$ cat src/rtl/gray_pkg.sv
// Shared Gray-code helpers and default parameters for the gray_rx_decoder path.
// Both functions work on zero-extended vectors and stay correct for any width up to GRAY_MAX_W.
package gray_pkg;

  localparam int GRAY_MAX_W      = 32;
  localparam int DEF_N           = 4;
  localparam int DEF_SYNC_STAGES = 2;
  localparam int DEF_MAX_STEP    = 1;
  localparam int DEF_CNT_W       = 16;

  function automatic logic [GRAY_MAX_W-1:0] gray2bin(input logic [GRAY_MAX_W-1:0] g);
    logic [GRAY_MAX_W-1:0] b;
    b[GRAY_MAX_W-1] = g[GRAY_MAX_W-1];
    for (int i = GRAY_MAX_W - 2; i >= 0; i--) begin
      b[i] = b[i+1] ^ g[i];
    end
    return b;
  endfunction

  function automatic logic [GRAY_MAX_W-1:0] bin2gray(input logic [GRAY_MAX_W-1:0] b);
    return b ^ (b >> 1);
  endfunction

endpackage

$ cat src/rtl/bus_sync.sv
// Plain multi-flop synchroniser for a bus that is already safe to sample bitwise (Gray coded).
// No logic between stages so that each stage has a full cycle to resolve metastability.
module bus_sync #(
  parameter int W      = 4,
  parameter int STAGES = 2
) (
  input  logic         clk,
  input  logic         srst_n,
  input  logic [W-1:0] d,
  output logic [W-1:0] q
);

  logic [W-1:0] stage_reg [STAGES];

  always_ff @(posedge clk or negedge srst_n) begin
    if (!srst_n) begin
      for (int i = 0; i < STAGES; i++) begin
        stage_reg[i] <= '0;
      end
    end else begin
      stage_reg[0] <= d;
      for (int i = 1; i < STAGES; i++) begin
        stage_reg[i] <= stage_reg[i-1];
      end
    end
  end

  assign q = stage_reg[STAGES-1];

endmodule

$ cat src/rtl/gray_rx_decoder.sv
// Resynchronises a foreign-domain Gray count, decodes it to binary and reports the forward
// step per sample, flagging over-long (or backward) jumps and accumulating legal steps.
module gray_rx_decoder
  import gray_pkg::*;
#(
  parameter int N           = DEF_N,
  parameter int SYNC_STAGES = DEF_SYNC_STAGES,
  parameter int MAX_STEP    = DEF_MAX_STEP,
  parameter int CNT_W       = DEF_CNT_W
) (
  input  logic             clk,
  input  logic             srst_n,
  input  logic [N-1:0]     gray_in,
  input  logic             clr_err,
  output logic [N-1:0]     gray_sync,
  output logic [N-1:0]     bin_out,
  output logic [N-1:0]     step,
  output logic             step_valid,
  output logic             err_step,
  output logic             err_sticky,
  output logic [CNT_W-1:0] total_cnt,
  output logic             cnt_sat
);

  localparam int               SUM_W      = ((CNT_W > N) ? CNT_W : N) + 1;
  localparam logic [N-1:0]     MAX_STEP_N = N'(MAX_STEP);
  localparam logic [CNT_W-1:0] CNT_MAX    = '1;

  logic [N-1:0]     bin_new;
  logic [N-1:0]     diff;
  logic [SUM_W-1:0] sum;
  logic [CNT_W-1:0] total_next;

  logic [N-1:0]     bin_reg;
  logic [N-1:0]     step_reg;
  logic             step_valid_reg;
  logic             err_step_reg;
  logic             err_sticky_reg;
  logic [CNT_W-1:0] total_reg;

  bus_sync #(
    .W      (N),
    .STAGES (SYNC_STAGES)
  ) u_sync (
    .clk    (clk),
    .srst_n (srst_n),
    .d      (gray_in),
    .q      (gray_sync)
  );

  // Each binary bit is the XOR of all Gray bits at or above it; written flat to avoid a bit chain.
  genvar gi;
  generate
    for (gi = 0; gi < N; gi++) begin : g_decode
      assign bin_new[gi] = ^gray_sync[N-1:gi];
    end
  endgenerate

  // Modulo subtraction makes the top-to-zero wrap a step of 1 and a backward move a large step.
  assign diff = bin_new - bin_reg;

  always_comb begin
    sum        = SUM_W'(total_reg) + SUM_W'(step_reg);
    total_next = (sum > SUM_W'(CNT_MAX)) ? CNT_MAX : sum[CNT_W-1:0];
  end

  always_ff @(posedge clk or negedge srst_n) begin
    if (!srst_n) begin
      bin_reg        <= '0;
      step_reg       <= '0;
      step_valid_reg <= 1'b0;
      err_step_reg   <= 1'b0;
      err_sticky_reg <= 1'b0;
      total_reg      <= '0;
    end else begin
      bin_reg        <= bin_new;
      step_reg       <= diff;
      step_valid_reg <= (diff != '0);
      err_step_reg   <= (diff > MAX_STEP_N);
      if (step_valid_reg && !err_step_reg) begin
        total_reg <= total_next;
      end
      // A fresh error beats a simultaneous clear so no error can be lost.
      if (err_step_reg) begin
        err_sticky_reg <= 1'b1;
      end else if (clr_err) begin
        err_sticky_reg <= 1'b0;
      end
    end
  end

  assign bin_out    = bin_reg;
  assign step       = step_reg;
  assign step_valid = step_valid_reg;
  assign err_step   = err_step_reg;
  assign err_sticky = err_sticky_reg;
  assign total_cnt  = total_reg;
  assign cnt_sat    = (total_reg == CNT_MAX);

endmodule

$ cat config.mk
export PLATFORM = sky130hd
export DESIGN_NAME = gray_rx_decoder
export DESIGN_NICKNAME = d
export VERILOG_FILES = /design/src/rtl/gray_pkg.sv /design/src/rtl/bus_sync.sv /design/src/rtl/gray_rx_decoder.sv
export SDC_FILE = /design/constraint.sdc
export NUM_CORES = 1
export LEC_CHECK = 0
export ABC_AREA = 1
export ABC_CLOCK_PERIOD_IN_PS = 2100
export BUFFER_PORTS_ARGS = -buffer_cell sky130_fd_sc_hd__buf_2
export CAP_MARGIN = 20
export CORE_ASPECT_RATIO = 1.5
export CORE_MARGIN = 2
export CORE_UTILIZATION = 45
export CTS_CLUSTER_DIAMETER = 40
export DETAILED_ROUTE_END_ITERATION = 10
export MAX_ROUTING_LAYER = met4
export PLACE_DENSITY = 0.81
export RECOVER_POWER = 50
export REMOVE_ABC_BUFFERS = 1
export SETUP_SLACK_MARGIN = 0.3
export SYNTH_ARGS = -nofsm -noshare
export SYNTH_HDL_FRONTEND = slang
export SYNTH_SLANG_ARGS = --single-unit
$ cat constraint.sdc
create_clock -name clk -period 2.1 [get_ports clk]
set_clock_uncertainty 0.05 [all_clocks]
set_input_delay 0.525 -clock clk [delete_from_list [all_inputs] [get_ports clk]]
set_output_delay 0.525 -clock clk [all_outputs]
set_load 0.05 [all_outputs]
==> results of run 1 <==
## final cells by class
type | instances | area [um2]
Inverter | 25 | 93.84
Fill cell | 301 | 1459
Clock buffer | 8 | 100.1
Multi-Input combinational cell | 126 | 932.1
Sequential cell | 35 | 880.8
Timing Repair Buffer | 61 | 366.6
Tap cell | 45 | 56.30
## metal layers
layer | GRT usage [%] | up-vias | routed length [um]
met2 | 35.83 | 56 | 2361
li1 | - | 739 | -
met4 | 13.41 | 0 | 171
met1 | 19.84 | 737 | 1584
met5 | - | - | 0
met3 | 4.252 | 18 | 177
## cells in the final DEF, fill, tap and decap left out, drive strengths merged
cell type	Yosys	final
a21oi	3	3
and2	2	2
buf	7	57
clkbuf	0	12
dfrtp	35	35
fa	2	2
ha	7	7
inv	25	25
nand2	40	41
nand2b	1	1
nand3	24	24
nand3b	6	6
nand4	9	9
nor2	14	14
nor4b	1	1
o211ai	1	1
o21ai	6	6
or2	1	1
xnor2	3	3
xor2	5	5
## worst max path at each step
stage / startpoint / to / slack, ns / cells after the start
floorplan: total_cnt[9] / cnt_sat / -1.26 / 5
global route: u_sync.q[3] / step_valid / -0.02 / 9
global placement: u_sync.q[3] / step_valid / 0.08 / 8
finish: u_sync.q[3] / step_valid / 0.09 / 9
detailed placement: u_sync.q[3] / step_valid / 0.008 / 8
CTS: u_sync.q[2] / step_valid / 0.07 / 8
## logic make-up after synthesis
kind of cell,Yosys count,share of synthesized area (%)
compound gates,10,2.905
xor+xnor,8,3.873
fa+ha+maj,9,7.054
buf+inv,32,8.160
flops,35,48.41
simple gates,98,29.60
## report_power, final
group / switching [mW] / total (mW) / internal [mW] / leakage, nW
Combinational: 1.04 / 1.56 / 0.514 / 0.785
Sequential: 0.133 / 0.939 / 0.806 / 0.420
Clock: 0.234 / 0.533 / 0.299 / 0.0515
Total: 1.41 / 3.03 / 1.62 / 1.26
## what timing repair did
item	CTS	global route
buffers inserted	10	8
pin swaps	21	13
cloned	1	0
setup endpoints to repair	21	22
hold buffers	0	0
hold endpoints to repair	0	0
gates resized for setup	21	15
==> impl_metrics.tcl, run 1 <==
set metrics [dict create \
    synth_area_leader_cell "dfrtp_1" \
    synth.avg_cell_area_um2 9.423 \
    status "finished, final reports clean" \
    ant_nets 0 \
    endpoint_kind "flop" \
    grt_overflow 0 \
    postPlaceCellArea_mm2 0.002039 \
    peakVddDrop_v 0.0008218 \
    yosys.area.top_type_share_pct 48.41 \
    crit_path_cell_trace "xor2_2 -> buf_4 -> xnor2_1 -> inv_1 -> ha_1 -> nand3_1 -> nand2_2 -> xor2_2 -> nand3b_1" \
    rsz0062_at_grt "true" \
    tightest_slew_ns 0.8565 \
    crit_top_cell "xor2_2" \
    timing.rr.end "step_valid" \
    clkLatencyLatePin_ns 0.29 \
    wirelength_um 4295 \
    wire_per_inst_um 14.32 \
    grt_pass1_vias 1574 \
    post-route-period-util_pct 95.85 \
    critPathMaxStageDelay_ns 0.41 \
    synth.most_common_cell "nand2_1" \
    fmax_ghz 0.4968 \
    cp_top_family "XOR/XNOR gates" \
    grt_max_degree 36 \
    r2r_cells 9 \
    cts_sinks 35 \
    numCtsBuffers 5 \
    synth_cells 192 \
    io_pins 39 \
    clk_pin_slew_worst_paths_ns 0.07 \
    yosysSeqAreaShare_pct 48.41 \
    fp.dieW_um 55.77 \
    ys.flop_type "dfrtp_1" \
    design_area_mm2 0.002430 \
    ys_ff_latch 35 \
    synth_warnings 0 \
    power_density_mw_per_mm2 1247 \
    hpwl_um 2826 \
    port_buffers 38 \
    grt_pass1_wl_um 6817 \
    grt_use_total_pct 20.15 \
    placed_cells 273 \
    via_per_inst 5.167 \
    cts_root_buffer "clkbuf_8" \
    final_cell_count_no_fill 300 \
    num_vias 1550 \
    final_hold_viol_count 0 \
    crit_type "reg -> reg" \
    finalSetupViolCount 0 \
    fin_crit_ns 2.013 \
    largest_register_ff_count 16 \
    required_ns 2.22 \
    antenna_found_initial 0 \
    first_pass_iters 4 \
    r2r_start "u_sync.q[3]" \
    setup_ws_ns 0.08723 \
    areaGrowthSynthToFinish_pct 34.30 \
    synth_edf_count 0 \
    n_antenna_cell 0 \
    netlist_top_cells_count "36 x nand2_1, 35 x dfrtp_1, 25 x inv_1" \
    drt-initial-drc-count 44 \
    relSlewSlack_pct 42.90 \
    ys_types 26 \
    fin_util_pct 62.48 \
    drcViolationCount 0 \
    die_y_um 81.66 \
    cts_tree "yes" \
    cap_violations 0 \
    rows 28 \
    fin_nets 270 \
    r2r_slack_ns 0.09 \
    power.leakage_nw 1.257 \
    yosys-top-cells-area "dfrtp_1 48%, nand2_1 7.5%, inv_1 5.2%" \
    worst_hold_path_type "in -> async" \
    routabilityCongestion 0.8225 \
    fin_tns_setup_ns 0 \
    mappedNetlistArea_mm2 0.001809 \
    maxSlewViolCount 0 \
    whs_ns 0.2879 \
    post-place-ws_ns 0.007762 \
    core_mm2 0.003889 \
    htreeDepth 2 \
    total_power_mw 3.030 \
    start_util_pct 46.53 \
    critPathSlowestCell "dfrtp_1" \
    cts.path.max_buffers 2 \
    dieArea_mm2 0.004554 \
    worstPathArrival_ns 2.13 \
    worst-path-max-fanout 3 \
    drive_gt1_share_pct 43.14 \
    cp_num_buf_inv 2 \
    critPathLaunchType "flop" \
    ys_async_sr_fraction_pct 100.0 \
]
Power figures use the tool's default switching activity.
==> run 2, diff against run 1 <==
BUFFER_PORTS_ARGS = -buffer_cell sky130_fd_sc_hd__buf_4   (was -buffer_cell sky130_fd_sc_hd__buf_2)
CTS_BUF_LIST = sky130_fd_sc_hd__clkbuf_4 sky130_fd_sc_hd__clkbuf_8   (was default)
PLACE_DENSITY = 0.71   (was 0.81)
==> run 2 against run 1 <==
  * Combinational power increased by 13%
  * Total power rose by 8.7%
  * Non-clock buffer count rose by 7
  * Utilization rose by 5.2 points
  * Design area is 8.3% higher
  * Count of clock-buffer cells in the layout is 2 lower
  * Clock power increased by 11%
  * Sequential power hardly changed
  * Fmax up 0.87%
  * Sequential share of layout area decreased by 2.8 points
  * Critical path type is now reg -> out
  * Largest power group unchanged
==> impl_metrics.tcl, run 2 (same netlist as run 1, synthesis figures left out) <==
set metrics [dict create \
    clk_pin_slew_worst_paths_ns 0.07 \
    first_pass_iters 4 \
    grt_pass1_vias 1629 \
    num_vias 1595 \
    cts_root_buffer "clkbuf_8" \
    p_sw_mw 1.486 \
    areaGrowthSynthToFinish_pct 45.50 \
    status "finished, final reports clean" \
    grt_max_degree 36 \
    power_density_mw_per_mm2 1251 \
    die_y_um 81.66 \
    hpwl_um 2928 \
    htreeDepth 2 \
    core_mm2 0.003889 \
    worstPathArrival_ns 1.42 \
    final_common_cell "buf_4" \
    cts_sinks 35 \
    cts_tree "yes" \
    fp.dieW_um 55.77 \
    endpoint_kind "primary output" \
    tightest_slew_ns 0.8728 \
    r2r_slack_ns 0.11 \
    cts.path.max_buffers 2 \
    multiInputGateArea_um2 973.4 \
    numCtsBuffers 5 \
    critPathLaunchType "flop" \
    fin_util_pct 67.70 \
    power.leakage_nw 1.320 \
    postPlaceCellArea_mm2 0.002172 \
    rows 28 \
    relSlewSlack_pct 41.82 \
    grt_pass1_wl_um 7383 \
    required_ns 1.52 \
    critPathSlowestCell "dfrtp_1" \
    p_comb_share_pct 53.5 \
    final_cell_mix "53 x buf_4, 33 x nand2_1, 32 x dfrtp_1, 20 x inv_1, 12 x nand3_2" \
    p_seq_share_pct 28.5 \
    worst_hold_path_type "in -> async" \
    peakVddDrop_v 0.0008458 \
    grt_use_total_pct 22.19 \
    io_pins 39 \
    clkLatencyLatePin_ns 0.29 \
    drive_gt1_share_pct 46.36 \
    fillers 298 \
    antenna_found_initial 0 \
    post-route-period-util_pct 95.02 \
    rsz0062_at_grt "true" \
    port_buffers 38 \
    via_per_inst 5.212 \
    wire_per_inst_um 15.26 \
    cap_violations 0 \
    drt-initial-drc-count 56 \
    clockPowerShare_pct 18.0 \
    ant_nets 0 \
    fin_nets 277 \
    whs_ns 0.2908 \
    critPathMaxStageDelay_ns 0.37 \
    maxSlewViolCount 0 \
    p_int_mw 1.808 \
    crit_path_cell_trace "nand4_1 -> nor2_4 -> nor4b_4 -> buf_6" \
    fmax_ghz 0.5012 \
    regArea_um2 879.6 \
    wirelength_um 4669 \
    final_hold_viol_count 0 \
    ctsHoldBuffers 0 \
    grt_overflow 0 \
    design_area_mm2 0.002633 \
    drcViolationCount 0 \
    finalSetupViolCount 0 \
    start_util_pct 46.53 \
    dieArea_mm2 0.004554 \
    routabilityCongestion 0.8272 \
    worst-path-max-fanout 2 \
    crit_type "reg -> out" \
    p_sw_share_pct 45.11 \
    largest_register_ff_count 16 \
    n_antenna_cell 0 \
    fin_crit_ns 1.995 \
]
run 2: path summary, 6_finish.rpt:
kind	to	cells past startpoint	startpoint
setup reg to reg	step_valid	8	u_sync.q[3]
hold / removal	total_cnt[8]	1	srst_n
hold reg to reg	u_sync.q[2]	0	u_sync.stage_reg[6]
setup / recovery	cnt_sat	4	total_cnt[15]
max in group asynchronous	total_cnt[7]	1	srst_n
min in group clk	u_sync.q[2]	0	u_sync.stage_reg[6]
run 2: routing by layer:
metal / GRT usage [%] / part of all wire (%) / up-vias / wire, um
met5: - / 0 / - / 0
met4: 11.22 / 3.2 / 0 / 151
met3: 4.882 / 4.0 / 13 / 188
met2: 40.48 / 55 / 50 / 2579
met1: 22.32 / 37 / 782 / 1749
li1: - / - / 750 / -
run 2: cell type report:
| class | instances | area share [%] |
|---|---|---|
| sequential | 35 | 33.41 |
| multi-input combinational | 126 | 36.98 |
| clock buffer | 6 | 2.899 |
| inverter | 25 | 3.565 |
| timing repair buffer | 68 | 19.87 |
| tap | 45 | 2.139 |
| clock inverter | 1 | 1.141 |
run 2: power groups by stage:
stage	registers, mW	clock network [mW]	logic [mW]
global route	0.952	0.630	1.88
detailed placement	0.944	0	1.40
floorplan	1.35	0	0.561
finish	0.938	0.594	1.76
CTS	0.935	0.599	1.51
global placement	0.943	0	1.37
run 2: critical path, delay by kind of cell, from the launching register on:
kind / cells / cell delay (ns)
buf+inv: 1 / 0.19
flops: 1 / 0.37
simple gates: 3 / 0.56
run 2: what timing repair did:
item,in CTS,in global routing
resized for setup,22,28
setup endpoints to repair,20,22
pin swaps,11,20
gates cloned,1,0
buffers inserted,12,8
run 2: through the flow:
step           worst slack (ns)  total power [mW]  std cells    TNS, ns
2_1_floorplan            -1.256             1.912        185     -2.134
3_3_place_gp             0.1190             2.315        278          0
3_5_place_dp             0.1154             2.341        278          0
4_1_cts                  0.1165             3.042        298          0
5_1_grt               -0.003557             3.461        306  -0.003557
6_report                 0.1047             3.294        306          0
==> run 3, diff against run 2 <==
ABC_CLOCK_PERIOD_IN_PS = 2500   (was 2100)
PLACE_DENSITY = 0.68   (was 0.71)
clock period = 2.5 ns   (was 2.1 ns; I/O delays follow)
==> run 3 against run 2 <==
  * Die area unchanged
  * Sequential cell count is the same
  * Non-clock buffer count down 22
  * Wire length down 17%
  * Clock power decreased by 32%
  * Design area shrank 14%
  * Highest routed layer unchanged
  * Largest power group unchanged
  * Via count is 12% lower
  * Sequential power is 16% lower
  * Sequential share of layout area up 5.5 points
  * Count of clock-buffer cells in the layout is 1 higher
==> impl_metrics.tcl, run 3 (same netlist as run 1, synthesis figures left out) <==
set metrics [dict create \
    r2r_start "u_sync.q[3]" \
    final_cell_mix "36 x nand2_1, 36 x buf_4, 33 x dfrtp_1, 24 x inv_1, 14 x nand3_1" \
    tightest_slew_ns 0.8631 \
    placed_cells 268 \
    fmax_ghz 0.4762 \
    start_util_pct 46.53 \
    worst-path-max-fanout 3 \
    crit_path_cell_trace "nand2_1 -> inv_2 -> nand3_2 -> nor2_2 -> nor4b_4 -> buf_6" \
    io_pins 39 \
    grt_overflow 0 \
    die_y_um 81.66 \
    status "finished, final reports clean" \
    power.leakage_nw 1.172 \
    port_buffers 38 \
    cp_num_buf_inv 2 \
    cts_sinks 35 \
    critPathSlowestCell "dfrtp_1" \
    finalSetupViolCount 0 \
    drt-initial-drc-count 19 \
    r2r_slack_ns 0.43 \
    htreeDepth 2 \
    grt_max_degree 36 \
    maxSlewViolCount 0 \
    dieArea_mm2 0.004554 \
    timing.rr.end "step_valid" \
    areaGrowthSynthToFinish_pct 24.83 \
    fp.dieW_um 55.77 \
    worstPathArrival_ns 1.43 \
    clk_pin_slew_worst_paths_ns 0.06 \
    fin_crit_ns 2.100 \
    cts_tree "yes" \
    worst_hold_path_type "reg -> reg" \
    via_per_inst 4.965 \
    power_density_mw_per_mm2 1028 \
    wire_per_inst_um 13.57 \
    largest_register_ff_count 16 \
    min_to "u_sync.q[3]" \
    critPathMaxStageDelay_ns 0.36 \
    crit_type "reg -> out" \
    cts_root_buffer "clkbuf_8" \
    cap_violations 0 \
    endpoint_kind "primary output" \
    r2r_cells 8 \
    num_vias 1410 \
    wirelength_um 3854 \
    antenna_found_initial 0 \
    fin_util_pct 58.08 \
    post-route-period-util_pct 84.00 \
    routabilityCongestion 0.8159 \
    fillers 358 \
    rsz0062_at_grt "true" \
    first_pass_iters 4 \
    numCtsBuffers 5 \
    cts.path.max_buffers 2 \
    final_hold_viol_count 0 \
    drive_gt1_share_pct 30.54 \
    n_antenna_cell 0 \
    whs_path_depth 0 \
    ant_nets 0 \
    clkLatencyLatePin_ns 0.29 \
    core_mm2 0.003889 \
    fin_nets 254 \
    final_cell_count_no_fill 284 \
    grt_pass1_wl_um 6444 \
    rows 28 \
    relSlewSlack_pct 42.46 \
    grt_pass1_vias 1389 \
    drcViolationCount 0 \
    cp_top_family "simple AND/OR/NAND/NOR gates" \
    min_from "u_sync.stage_reg[7]" \
    peakVddDrop_v 0.0005993 \
    grt_use_total_pct 19.36 \
    required_ns 1.82 \
    critPathLaunchType "flop" \
    hpwl_um 2746 \
]
[run 3: cell type report]
cell class	count	area (um2)	share of cell area, %
Clock inverter	1	5.005	0.2216
Inverter	25	93.84	4.155
Clock buffer	7	83.83	3.712
Timing Repair Buffer	46	335.3	14.85
Multi-Input combinational cell	125	805.8	35.68
Tap cell	45	56.30	2.493
Sequential cell	35	878.3	38.89
[run 3: how the worst max path moves through the flow]
stage	start	endpoint	cells after the start
after floorplan	total_cnt[9]	cnt_sat	5
after global placement	total_cnt[8]	cnt_sat	6
after detailed placement	u_sync.q[3]	step_valid	8
after CTS	total_cnt[9]	cnt_sat	6
after global routing	total_cnt[13]	cnt_sat	4
final	total_cnt[8]	cnt_sat	6
[run 3: worst register-to-register path, stage by stage, from the launching register on]
cell	delay, ns
dfrtp_1	0.41
xor2_1	0.28
xor2_1	0.24
ha_1	0.18
inv_1	0.05
fa_1	0.37
xor2_1	0.17
nor2_1	0.13
nand3b_1	0.09
[run 3: timing repair]
| item | CTS | global route |
|---|---|---|
| setup endpoints to repair | 3 | 3 |
| pin swaps | 1 | 2 |
| hold buffers | 0 | 0 |
| setup buffers | 3 | 5 |
| resized for setup | 2 | 6 |
[run 3: per-stage QoR]
step	cell area, um2	TNS (ns)	setup WS (ns)	hold WS [ns]	power (mW)
global route	2258	0	0.2642	0.3145	2.494
floorplan	1755	-0.9556	-0.9556	0.2794	1.606
finish	2258	0	0.4000	0.3041	2.322
detailed placement	2097	0	0.3017	0.2918	1.941
global placement	2097	0	0.3066	0.2863	1.926
CTS	2222	0	0.2778	0.2465	2.359
[run 3: where the power goes]
| group | leakage (nW) | switching (mW) | internal, mW |
|---|---|---|---|
| Clock | 0.0491 | 0.189 | 0.217 |
| Sequential | 0.423 | 0.110 | 0.675 |
| Combinational | 0.700 | 0.786 | 0.345 |
| Total | 1.17 | 1.09 | 1.24 |
[run 3: routing by layer]
layer	up-vias	part of all wire [%]	GRT usage (%)
met5	-	0	-
li1	709	-	-
met3	8	3.7	4.094
met1	662	39	18.86
met2	31	55	36.07
met4	0	2.8	10.00
